--- config.mk ---
export PLATFORM = sky130hd
export DESIGN_NAME = dbgu_burst_engine
export DESIGN_NICKNAME = d
export VERILOG_FILES = /design/src/rtl/dbgu_burst_engine_pkg.sv /design/src/rtl/dbgu_byte_shifter.sv /design/src/rtl/dbgu_burst_engine.sv
export SDC_FILE = /design/constraint.sdc
export NUM_CORES = 1
export LEC_CHECK = 0
export BUFFER_PORTS_ARGS = -buffer_cell sky130_fd_sc_hd__buf_2
export CAP_MARGIN = 5
export CELL_PAD_IN_SITES_DETAIL_PLACEMENT = 2
export CELL_PAD_IN_SITES_GLOBAL_PLACEMENT = 2
export CORE_ASPECT_RATIO = 1.25
export CORE_MARGIN = 4
export CORE_UTILIZATION = 37
export DETAILED_ROUTE_END_ITERATION = 16
export PLACE_DENSITY_LB_ADDON = 0.1
export SLEW_MARGIN = 40
export SYNTH_ARGS = -nofsm -noshare
export SYNTH_HDL_FRONTEND = slang
export SYNTH_SLANG_ARGS = --single-unit
export TNS_END_PERCENT = 10
--- constraint.sdc ---
create_clock -name clk -period 2.9 [get_ports clk]
set_input_delay 0.58 -clock clk [delete_from_list [all_inputs] [get_ports clk]]
set_output_delay 0.58 -clock clk [all_outputs]
set_load 0.01 [all_outputs]
--- src/rtl/dbgu_burst_engine_pkg.sv ---
// Shared opcodes, NAK byte, FSM state encoding and mode register layout
// for the debug burst engine.
`default_nettype none

package dbgu_burst_engine_pkg;

    localparam logic [7:0] OP_SETADR  = 8'h01;
    localparam logic [7:0] OP_HALT    = 8'h02;
    localparam logic [7:0] OP_RUN     = 8'h03;
    localparam logic [7:0] OP_WRITE   = 8'h04;
    localparam logic [7:0] OP_READ    = 8'h05;
    localparam logic [7:0] OP_SETCNT  = 8'h06;
    localparam logic [7:0] OP_BWRITE  = 8'h07;
    localparam logic [7:0] OP_BREAD   = 8'h08;
    localparam logic [7:0] OP_SETMODE = 8'h09;
    localparam logic [7:0] NAK_BYTE   = 8'h15;

    typedef enum logic [1:0] {
        ST_IDLE = 2'd0,
        ST_ARG  = 2'd1,
        ST_MEM  = 2'd2,
        ST_TX   = 2'd3
    } state_t;

    typedef struct packed {
        logic autoinc;
    } mode_t;

    function automatic logic is_read_op(input logic [7:0] op);
        return (op == OP_READ) || (op == OP_BREAD);
    endfunction

endpackage

`default_nettype wire

--- src/rtl/dbgu_byte_shifter.sv ---
// Little-endian byte assembly / disassembly register with a byte counter;
// shared by argument collection and transmit serialisation.
`default_nettype none

module dbgu_byte_shifter #(
    parameter int BYTES = 4,
    localparam int CW = $clog2(BYTES + 1)
) (
    input  logic                 clk,
    input  logic                 n_reset,
    input  logic                 clear,
    input  logic                 load,
    input  logic [8*BYTES-1:0]   load_data,
    input  logic                 shift_in,
    input  logic [7:0]           byte_in,
    input  logic                 shift_out,
    output logic [8*BYTES-1:0]   merged,
    output logic [7:0]           next_out,
    output logic [CW-1:0]        count
);

    logic [8*BYTES-1:0] data;
    logic [8*BYTES-1:0] shr;

    // merged is the word as it will look once byte_in lands at the current slot
    always_comb begin
        merged = data;
        for (int i = 0; i < BYTES; i++) begin
            if (count == CW'(i)) merged[i*8 +: 8] = byte_in;
        end
        shr      = data >> 8;
        next_out = shr[7:0];
    end

    always_ff @(posedge clk or negedge n_reset) begin
        if (!n_reset) begin
            data  <= '0;
            count <= '0;
        end else if (clear) begin
            data  <= '0;
            count <= '0;
        end else if (load) begin
            data  <= load_data;
            count <= '0;
        end else if (shift_in) begin
            data  <= merged;
            count <= count + CW'(1);
        end else if (shift_out) begin
            data  <= shr;
            count <= count + CW'(1);
        end
    end

endmodule

`default_nettype wire

--- src/rtl/dbgu_burst_engine.sv ---
// Debug command engine: decodes a UART byte stream into pointer set-up,
// single/burst memory accesses and CPU reset control.
`default_nettype none

module dbgu_burst_engine
    import dbgu_burst_engine_pkg::*;
#(
    parameter int   ADDR_W     = 32,
    parameter int   DATA_BYTES = 4,
    parameter int   TIMEOUT    = 100000,
    parameter logic RUN_AT_RST = 1'b1
) (
    input  logic                    clk,
    input  logic                    n_reset,
    input  logic [7:0]              rx_data,
    input  logic                    rx_valid,
    output logic [7:0]              tx_data,
    output logic                    tx_valid,
    input  logic                    tx_ready,
    output logic                    mem_op,
    output logic [ADDR_W-1:0]       mem_adr,
    output logic [8*DATA_BYTES-1:0] mem_do,
    output logic [DATA_BYTES-1:0]   mem_wren,
    input  logic [8*DATA_BYTES-1:0] mem_di,
    input  logic                    mem_ack,
    output logic                    cpu_n_reset,
    output logic                    busy
);

    localparam int AB = ADDR_W / 8;
    localparam int SB = (AB > DATA_BYTES) ? AB : DATA_BYTES;
    localparam int SW = 8 * SB;
    localparam int DW = 8 * DATA_BYTES;
    localparam int CW = $clog2(SB + 1);
    localparam int TW = $clog2(TIMEOUT + 1);

    state_t              state;
    logic [7:0]          op;
    logic [CW-1:0]       need;
    logic [ADDR_W-1:0]   ptr;
    logic [7:0]          cnt;
    logic [7:0]          left;
    mode_t               mode;
    logic [TW-1:0]       tmo;
    logic                nak;

    logic                sh_clear, sh_load, sh_in, sh_out, last;
    logic [SW-1:0]       merged;
    logic [7:0]          next_out;
    logic [CW-1:0]       count;

    assign last     = (count == CW'(DATA_BYTES - 1));
    assign sh_clear = (state == ST_IDLE && rx_valid) ||
                      (state == ST_MEM && mem_ack && !is_read_op(op));
    assign sh_load  = (state == ST_MEM) && mem_ack && is_read_op(op);
    assign sh_in    = (state == ST_ARG) && rx_valid;
    assign sh_out   = (state == ST_TX) && tx_ready && !nak && !last;
    assign busy     = (state != ST_IDLE);

    dbgu_byte_shifter #(.BYTES(SB)) u_shifter (
        .clk       (clk),
        .n_reset   (n_reset),
        .clear     (sh_clear),
        .load      (sh_load),
        .load_data (SW'(mem_di)),
        .shift_in  (sh_in),
        .byte_in   (rx_data),
        .shift_out (sh_out),
        .merged    (merged),
        .next_out  (next_out),
        .count     (count)
    );

    always_ff @(posedge clk or negedge n_reset) begin
        if (!n_reset) begin
            state        <= ST_IDLE;
            op           <= '0;
            need         <= '0;
            ptr          <= '0;
            cnt          <= '0;
            left         <= '0;
            mode.autoinc <= 1'b1;
            tmo          <= '0;
            nak          <= 1'b0;
            tx_data      <= '0;
            tx_valid     <= 1'b0;
            mem_op       <= 1'b0;
            mem_adr      <= '0;
            mem_do       <= '0;
            mem_wren     <= '0;
            cpu_n_reset  <= RUN_AT_RST;
        end else begin
            // Silence timer only runs while waiting for argument bytes
            if (rx_valid || state != ST_ARG) tmo <= '0;
            else                             tmo <= tmo + TW'(1);

            case (state)
                ST_IDLE: if (rx_valid) begin
                    op <= rx_data;
                    case (rx_data)
                        OP_SETADR: begin need <= CW'(AB); state <= ST_ARG; end
                        OP_HALT:   cpu_n_reset <= 1'b0;
                        OP_RUN:    cpu_n_reset <= 1'b1;
                        OP_WRITE: begin
                            need <= CW'(DATA_BYTES); left <= '0; state <= ST_ARG;
                        end
                        OP_SETCNT, OP_SETMODE: begin need <= CW'(1); state <= ST_ARG; end
                        OP_BWRITE: begin
                            need <= CW'(DATA_BYTES); left <= cnt; state <= ST_ARG;
                        end
                        OP_READ, OP_BREAD: begin
                            left     <= (rx_data == OP_BREAD) ? cnt : 8'd0;
                            mem_op   <= 1'b1;
                            mem_adr  <= ptr;
                            mem_wren <= '0;
                            state    <= ST_MEM;
                        end
                        default: begin
                            nak      <= 1'b1;
                            tx_data  <= NAK_BYTE;
                            tx_valid <= 1'b1;
                            state    <= ST_TX;
                        end
                    endcase
                end
                ST_ARG: begin
                    if (rx_valid) begin
                        if (count == need - CW'(1)) begin
                            case (op)
                                OP_SETADR:  begin ptr <= merged[ADDR_W-1:0]; state <= ST_IDLE; end
                                OP_SETCNT:  begin cnt <= merged[7:0];        state <= ST_IDLE; end
                                OP_SETMODE: begin mode.autoinc <= merged[0]; state <= ST_IDLE; end
                                default: begin
                                    mem_op   <= 1'b1;
                                    mem_adr  <= ptr;
                                    mem_do   <= merged[DW-1:0];
                                    mem_wren <= '1;
                                    state    <= ST_MEM;
                                end
                            endcase
                        end
                    end else if (tmo == TW'(TIMEOUT - 1)) begin
                        state <= ST_IDLE;
                    end
                end
                ST_MEM: if (mem_ack) begin
                    mem_op   <= 1'b0;
                    mem_wren <= '0;
                    if (mode.autoinc) ptr <= ptr + ADDR_W'(DATA_BYTES);
                    if (is_read_op(op)) begin
                        tx_data  <= mem_di[7:0];
                        tx_valid <= 1'b1;
                        state    <= ST_TX;
                    end else if (left == 8'd0) begin
                        state <= ST_IDLE;
                    end else begin
                        left  <= left - 8'd1;
                        state <= ST_ARG;
                    end
                end
                ST_TX: if (tx_ready) begin
                    if (nak) begin
                        nak      <= 1'b0;
                        tx_valid <= 1'b0;
                        state    <= ST_IDLE;
                    end else if (last) begin
                        tx_valid <= 1'b0;
                        if (left == 8'd0) begin
                            state <= ST_IDLE;
                        end else begin
                            left    <= left - 8'd1;
                            mem_op  <= 1'b1;
                            mem_adr <= ptr;
                            state   <= ST_MEM;
                        end
                    end else begin
                        tx_data <= next_out;
                    end
                end
                default: state <= ST_IDLE;
            endcase
        end
    end

endmodule

`default_nettype wire

-- Yosys cells after proc, flatten, opt, wreduce, memory -nomap -nowiden
Cells that the tools add are included.
- bits of input ports: 45
- memories kept: 0
- register bits: 194
- bits in latches: 0
- word-level logic and storage cells: 207
- output and inout bits: 80
- memory bits (writable): 0
- bits in read-only memories: 0
- $lt $le $gt $ge: 0
- muxes and demuxes: 91
- divide/modulo/power cells: 0
- reductions and logical operators: 48
- bitwise logic cells: 1
- eq/ne operators: 44
- add/subtract/negate cells: 5
- shift operators: 0
- multiply operators: 0
- operator list (kind ; count):
    2-to-1 mux 32 bit ; 18
    2-to-1 mux 8 bit ; 19
    one-hot mux 32 bit (3 select lines) ; 1
    one-hot mux 8 bit (3 select lines) ; 3
    one-hot mux 32 bit (2 select lines) ; 1
    equality test 8 x 3 -> 1 bit (second input constant) ; 6
    adder 32 x 3 -> 32 bit (second input constant) ; 1
    equality test 8 x 4 -> 1 bit (second input constant) ; 4
    != test 2 bit (second input constant) ; 13
    2-to-1 mux 4 bit ; 6
    2-to-1 mux 2 bit ; 11
    AND reduction 7 bit ; 3
    AND reduction 10 bit ; 2
    2-to-1 mux 1 bit ; 19
    adder 17 x 1 -> 17 bit (second input constant) ; 1
    equality test 17 bit (second input constant) ; 1
    2-to-1 mux 17 bit ; 1
    equality test 8 x 1 -> 1 bit (second input constant) ; 2
    equality test 8 x 2 -> 1 bit (second input constant) ; 2
    AND reduction 4 bit ; 4
    AND reduction 8 bit ; 2
    2-to-1 mux 3 bit ; 4
    one-hot mux 4 bit (3 select lines) ; 1
    != test 2 x 1 -> 1 bit (second input constant) ; 5
    34 further kinds ; 59

-- Longest topological paths before layout
Gate-level depths: netlist of run 1.
- depth in word-level cells: 8
- gate-level depth with buffers: 9
- depth with buffers taken out: 7

-- By module
From an unflattened synthesis of run 1, not the netlist that was laid out.
- cells, all modules: 1028
- area total of the unflattened synthesis: 10821.6 µm²
- modules (own cells, without submodules) (module ; cells an instance ; sequential area each (µm²) ; area each (µm²) ; times used):
    dbgu_burst_engine ; 727 ; 3881.2 ; 7923.8 ; 1
    dbgu_byte_shifter ; 301 ; 875.8 ; 2897.8 ; 1

-- Least setup slack after synthesis of run 1
Ideal clock, no wire load.
- path kind: input -> register
- start: input port rx_data[6]
- end: register mem_adr[26]
- arrival: 2.246 ns
- stages on the path: 7
- library setup time: 0.125 ns
- setup slack: 0.529 ns
- data required time: 2.775 ns
- cells stage by stage: or4_1 buf_2 a211oi_4 a2bb2oi_2 nand4b_4 buf_6 mux2_4
- cells in the longest elaborated chain, start to end: 4
- RTL lines (what ; RTL line ; RTL):
    start: declaration ; dbgu_burst_engine.sv:15 ; input logic [7:0] rx_data,
    equality test 8 x 4 -> 1 bit / equality test 8 x 3 -> 1 bit (equally long branches) ; dbgu_burst_engine.sv:100 ; case (rx_data)
    OR reduction 2 bit * ; dbgu_burst_engine.sv:100 ;
    != test 2 x 1 -> 1 bit (no line) * ; -- ;
    AND reduction 10 bit (no line) * ; -- ;
    end signal: assignment ; dbgu_burst_engine.sv:114 ; mem_adr <= ptr;
    end signal: assignment ; dbgu_burst_engine.sv:135 ; mem_adr <= ptr;
    end signal: assignment ; dbgu_burst_engine.sv:173 ; mem_adr <= ptr;
    end: declaration ; dbgu_burst_engine.sv:21 ; output logic [ADDR_W-1:0] mem_adr,
Every way passes the cells marked *; elsewhere a longest branch is shown, timed or not.
A chain may end at the register's enable or synchronous reset.

-- Worst setup path after layout of run 1
- start: register op[5]
- end: register mem_do[14]
- cells in the longest elaborated chain, start to end: 4
- RTL lines (what ; RTL line ; RTL):
    start: declaration ; dbgu_burst_engine.sv:38 ; logic [7:0] op;
    start signal: assignment ; dbgu_burst_engine.sv:99 ; op <= rx_data;
    equality test 8 x 4 -> 1 bit, or another cell as far along ; dbgu_burst_engine.sv:129 ; case (op)
    OR reduction 3 bit (no line) * ; -- ;
    inverter 1 bit (no line) * ; -- ;
    AND reduction 4 bit (no line) * ; -- ;
    end signal: assignment ; dbgu_burst_engine.sv:136 ; mem_do <= merged[DW-1:0];
    end: declaration ; dbgu_burst_engine.sv:22 ; output logic [8*DATA_BYTES-1:0] mem_do,
Marked as above.

==> reports/qor.yml, run 1 <==
status: "complete, no violations"
post-cts-setup-buffers: 0
synth_ff_type: "dfrtp_1"
nFillCells: 2847
core.rowCount: 66
die-area_um2: 29600
register_area_um2: 4760
grt_start_max_net_pins: 85
die_y_um: 191
synth.most_common_cell: "dfrtp_1"
cts_tree: "yes"
clk_path_buf_depth: 2
p_leak_nw: 5.41
htreeDepth: 4
areaGrowthSynthToFinish_pct: 19.4
nets: 1196
gr-total-overflow: 0
diodes: 0
drive_above_1_share: 0.258
setup_viol: 0
cp_max_fo: 54
cts.sinks: 190
track_usage: 0.243
post_drt_wl_per_cell_um: 23.6
relSlewSlack: 0.607
netlist.area_leader.share: 0.472
hpwl_um: 25500
io_pins: 125
grt_pass1_vias: 9491
drc_errors: 0
insertion_delay_ns: 0.44
hold_buffers: 0
yosysTopAreaCell: "dfrtp_1"
cts_resized: 0
root_buffer: "clkbuf_16"
totalWireLength_um: 35300
max_cap_violations: 0
path_class: "reg2reg"
tns_ns: 0
rsz0062_at_grt: "no"
hold_depth: 2
fmax_mhz: 384
start_kind: "register"
tightest_slew_ns: 0.573
ys_seq_area_frac: 0.478
synth_enable_flop_cells: 0
grt_use_met2: 0.439
antenna_left: 0
path_clk_slew_ns: 0.07
setup.worst_path.end_class: "register"
critical_path_required_ns: 3.23
ir_drop_uv: 412
portBuffers: 124
cts_inserted_buffers: 17
grt.busiest_layer: "met2"
vias_per_cell: 5.77
use_met3: 0.0317
dr.pass1.iters: 5
vias: 8631
critPathArrivalTime_ns: 2.93
async_flop_share: 1.00
die_width_um: 155
grt_use_met1: 0.310
core_area_um2: 26300
holdCritPathClass: "in2reg"
hold_viol: 0
synth_cell_types: 74
synth_area_um2: 9960
power.density_nw_per_um2: 1070
yosys_warnings: 0
reg2reg_slack_ns: 0.30
finClkSkew_ns: 0.0113
r2r.worst_path.cells: 5
synth_cells: 1011
antenna_found_initial: 0
power_mw: 12.7
yosys_register_bits: 190
syn-num-nets: 1065
finalCritPeriodShare: 0.898
avgSynthCellArea_um2: 9.85
slew_violations: 0
grt_pass1_wl_um: 56200
synth.cells.most_frequent: "188 x dfrtp_1, 117 x nand2_1, 92 x o21ai_0"
dr.first_iter.drc_count: 431
initial_core_util: 0.379
multi_input_area_um2: 4840
synthTopCellsByArea: "dfrtp_1 47%, mux2_2 6.4%, o21ai_0 4.6%"
place_congestion: 0.844
min_period_ns: 2.60
[state kept, by name (all words and copies together), names as in the netlist, 8 cells and up]
register and count:
mem_adr 32, cnt 8, tmo 17, op 8, ptr 32, tx_data 8
left 8, mem_do 32, u_shifter.data 32
[cell type report]
| type | count | share of cell area |
|---|---|---|
| Multi-Input combinational cell | 732 | 0.407 |
| Sequential cell | 190 | 0.400 |
| Tap cell | 340 | 0.0358 |
| Clock inverter | 11 | 0.0148 |
| Inverter | 22 | 0.00694 |
| Clock buffer | 21 | 0.0404 |
| Timing Repair Buffer | 179 | 0.0948 |
[stage by stage]
step | setup slack (ns) | hold slack, ns | area, um^2 | util | instances
after floorplan | 0.529 | 0.284 | 9960 | - | 1011
after global placement | 0.261 | 0.460 | 11200 | 0.426 | 1461
after detailed placement | 0.228 | 0.474 | 11200 | 0.426 | 1461
after CTS | 0.285 | 0.217 | 11900 | 0.451 | 1493
after global routing | 0.164 | 0.376 | 11900 | 0.453 | 1495
final | 0.296 | 0.384 | 11900 | 0.453 | 1495
[where the power goes]
group / switching [mW] / internal, mW
sequential: 0.913 / 3.57
clock: 1.09 / 1.55
combinational: 3.20 / 2.36
total: 5.21 / 7.47
[worst paths after layout]
path,start,end
min,mem_di[24],u_shifter.data[24]
min reg2reg,mem_do[26],mem_do[26]
max,op[5],mem_do[14]
max in group asynchronous,n_reset,cpu_n_reset
max reg2reg,op[5],mem_do[14]
min in group asynchronous,n_reset,left[6]
[layer usage]
| layer | routed length (um) | share of wire |
|---|---|---|
| met2 | 18600 | 0.53 |
| met3 | 777 | 0.022 |
| met5 | 0 | 0 |
| met4 | 425 | 0.012 |
| met1 | 15400 | 0.44 |
[cells in the final DEF, fill, tap and decap left out, types with 13 or more instances in the layout]
| cell type | count |
|---|---|
| buf_4 | 48 |
| mux2i_1 | 32 |
| inv_1 | 22 |
| nor3_1 | 13 |
| nor2_1 | 87 |
| a211oi_1 | 21 |
| buf_2 | 123 |
| nand2_1 | 117 |
| mux2_2 | 57 |
| dfrtp_1 | 188 |
| a21oi_1 | 61 |
| o21ai_0 | 92 |
| clkbuf_16 | 17 |
| nand3_1 | 29 |
[critical path, cell delays in order (launching register included)]
cell	delay, ns
dfrtp_1	0.37
or4_1	0.74
a21oi_1	0.32
or3_2	0.17
buf_4	0.46
mux2_2	0.40
[kinds of logic (layout without fill, tap and decap cells)]
kind of cell               Yosys count  count (layout)  share of synthesized area
and+or+nand+nor                    326             326                      0.158
buffers and inverters               89             233                     0.0393
xor gates and xnor gates            15              15                     0.0132
DFF                                190             190                      0.478
muxes                               99              99                      0.112
adders and majority gates            9               9                     0.0113
AOI/OAI and AO/OA                  283             283                      0.189
(Power assumes the default switching activity.)
==> run 2, diff against run 1 <==
--- a/config.mk
+++ b/config.mk
@@ -13,7 +13,9 @@
 export CORE_MARGIN = 4
 export CORE_UTILIZATION = 37
 export DETAILED_ROUTE_END_ITERATION = 16
-export PLACE_DENSITY_LB_ADDON = 0.1
+export GPL_TIMING_DRIVEN = 0
+export PLACE_DENSITY = 0.77
+export RECOVER_POWER = 100
 export SLEW_MARGIN = 40
 export SYNTH_ARGS = -nofsm -noshare
 export SYNTH_HDL_FRONTEND = slang
==> reports/qor.yml, run 2 (same netlist as run 1, synthesis figures left out) <==
cts_tree: "yes"  # unchanged
grt_pass1_vias: 9893  # was 9491
die-area_um2: 29600  # unchanged
diodes: 0  # unchanged
power_mw: 12.2  # was 12.7 mW
relSlewSlack: -0.693  # was 0.607
min_period_ns: 2.88  # was 2.60 ns
hold_buffers: 0  # unchanged
track_usage: 0.255  # was 0.243
critPathArrivalTime_ns: 3.22  # was 2.93 ns
final_common_cell: "dfrtp_1"  # unchanged
place_congestion: 0.892  # was 0.844
hold_depth: 2  # unchanged
setup_viol: 0  # unchanged
crit_family: "simple AND/OR/NAND/NOR gates"  # unchanged
die_width_um: 155  # unchanged
clk_path_buf_depth: 2  # unchanged
antenna_found_initial: 0  # unchanged
power.density_nw_per_um2: 1060  # was 1070 nW/um^2
cp_cell_sequence: "or4_1 -> clkbuf_1 -> a211oi_1 -> a2bb2oi_2 -> nand4b_1 -> buf_6 -> mux2_2"  # was or4_1 -> a21oi_1 -> or3_2 -> buf_4 -> mux2_2
p_comb_frac: 0.444  # was 0.439
cts_inserted_buffers: 17  # unchanged
critical_path_required_ns: 3.24  # was 3.23 ns
finalCritPeriodShare: 0.993  # was 0.898
root_buffer: "clkbuf_16"  # unchanged
seqPwrFrac: 0.364  # was 0.353
post-cts-setup-buffers: 0  # unchanged
crit_path_max_incr_delay_ns: 0.54  # was 0.74 ns
post_drt_wl_per_cell_um: 24.7  # was 23.6 um
p_sw_mw: 5.33  # was 5.21 mW
layout_common_cells: "188 x dfrtp_1, 122 x clkbuf_1, 117 x nand2_1"  # was 188 x dfrtp_1, 123 x buf_2, 117 x nand2_1
slew_violations: 40  # was 0
max_cap_violations: 1  # was 0
dr.pass1.iters: 5  # unchanged
fmax_mhz: 347  # was 384 MHz
gr-total-overflow: 0  # unchanged
p_leak_nw: 4.99  # was 5.41 nW
grt_start_max_net_pins: 55  # was 85
start_kind: "register"  # unchanged
vias: 8811  # was 8631
hpwl_um: 28200  # was 25500 um
core.rowCount: 66  # unchanged
whs_ns: 0.378  # was 0.384 ns
insertion_delay_ns: 0.45  # was 0.44 ns
holdCritPathClass: "in2reg"  # unchanged
crit_path_top_delay_cell: "or4_1"  # unchanged
totalWireLength_um: 37300  # was 35300 um
core_area_um2: 26300  # unchanged
cts.sinks: 190  # unchanged
areaGrowthSynthToFinish_pct: 15.8  # was 19.4%
cts_resized: 0  # unchanged
setup.worst_path.end_class: "register"  # unchanged
ir_drop_uv: 462  # was 412 uV
antenna_left: 0  # unchanged
finClkSkew_ns: 0.0107  # was 0.0113 ns
status: "finished, violations left"  # was complete, no violations
switching_share: 0.435  # was 0.411
violations: "capacitance limit, slew limit"
cp_max_fo: 10  # was 54
portBuffers: 122  # was 124
htreeDepth: 4  # unchanged
hold_viol: 0  # unchanged
nets: 1209  # was 1196
rsz0062_at_grt: "yes"  # was no
path_depth: 7  # was 5
die_y_um: 191  # unchanged
io_pins: 125  # unchanged
p_clk_frac: 0.192  # was 0.208
place_inst: 1476  # was 1461
drc_errors: 0  # unchanged
p_int_mw: 6.92  # was 7.47 mW
tightest_slew_ns: 2.54  # was 0.573 ns
initial_core_util: 0.379  # unchanged
drive_above_1_share: 0.159  # was 0.258
tns_ns: 0  # unchanged
layout.cells.non_filler: 1508  # was 1495
vias_per_cell: 5.84  # was 5.77
path_clk_slew_ns: 0.07  # about the same
path_class: "reg2reg"  # unchanged
grt_pass1_wl_um: 58100  # was 56200 um
r2r.worst_path.cells: 7  # was 5
dr.first_iter.drc_count: 447  # was 431
crit_buf_inv: 2  # was 1
[run 2: stage by stage]
stage	cell area (um^2)	util	setup WS [ns]
final	11500	0.439	0.0194
after global routing	11500	0.439	-0.0952
after CTS	11700	0.444	0.00406
after detailed placement	11100	0.423	-0.125
after global placement	11000	0.419	-2.16
after floorplan	9960	-	0.529
[run 2: power groups by stage]
stage / Clock, mW / Sequential [mW] / Combinational [mW]
floorplan: 0 / 4.38 / 3.44
global placement: 0 / 4.41 / 5.40
detailed placement: 0 / 4.46 / 5.59
CTS: 2.39 / 4.43 / 5.65
global route: 2.51 / 4.58 / 5.97
finish: 2.35 / 4.45 / 5.44
[run 2: path summary, 6_finish.rpt]
| path | from | endpoint | slack [ns] |
|---|---|---|---|
| hold / removal | mem_di[25] | u_shifter.data[25] | 0.38 |
| min in group asynchronous | n_reset | left[6] | 0.90 |
| setup / recovery | op[4] | mem_adr[20] | 0.02 |
| max in group asynchronous | n_reset | mem_do[10] | 0.42 |
| hold reg to reg | mem_op | mem_op | 0.49 |
| setup reg to reg | op[4] | mem_adr[20] | 0.02 |
[run 2: cell type report]
cell class / instances / area, um^2
Fill cell: 2919 / 14700
Sequential cell: 190 / 4760
Clock buffer: 20 / 457
Clock inverter: 12 / 114
Multi-Input combinational cell: 732 / 4800
Tap cell: 340 / 425
Buffer: 66 / 305
Timing Repair Buffer: 126 / 589
Inverter: 22 / 82.6
[run 2: per-layer routing]
layer,routed length [um],track usage
met1,15100,0.301
met2,20200,0.473
met3,900,0.0317
met4,1070,0.0924
met5,0,0
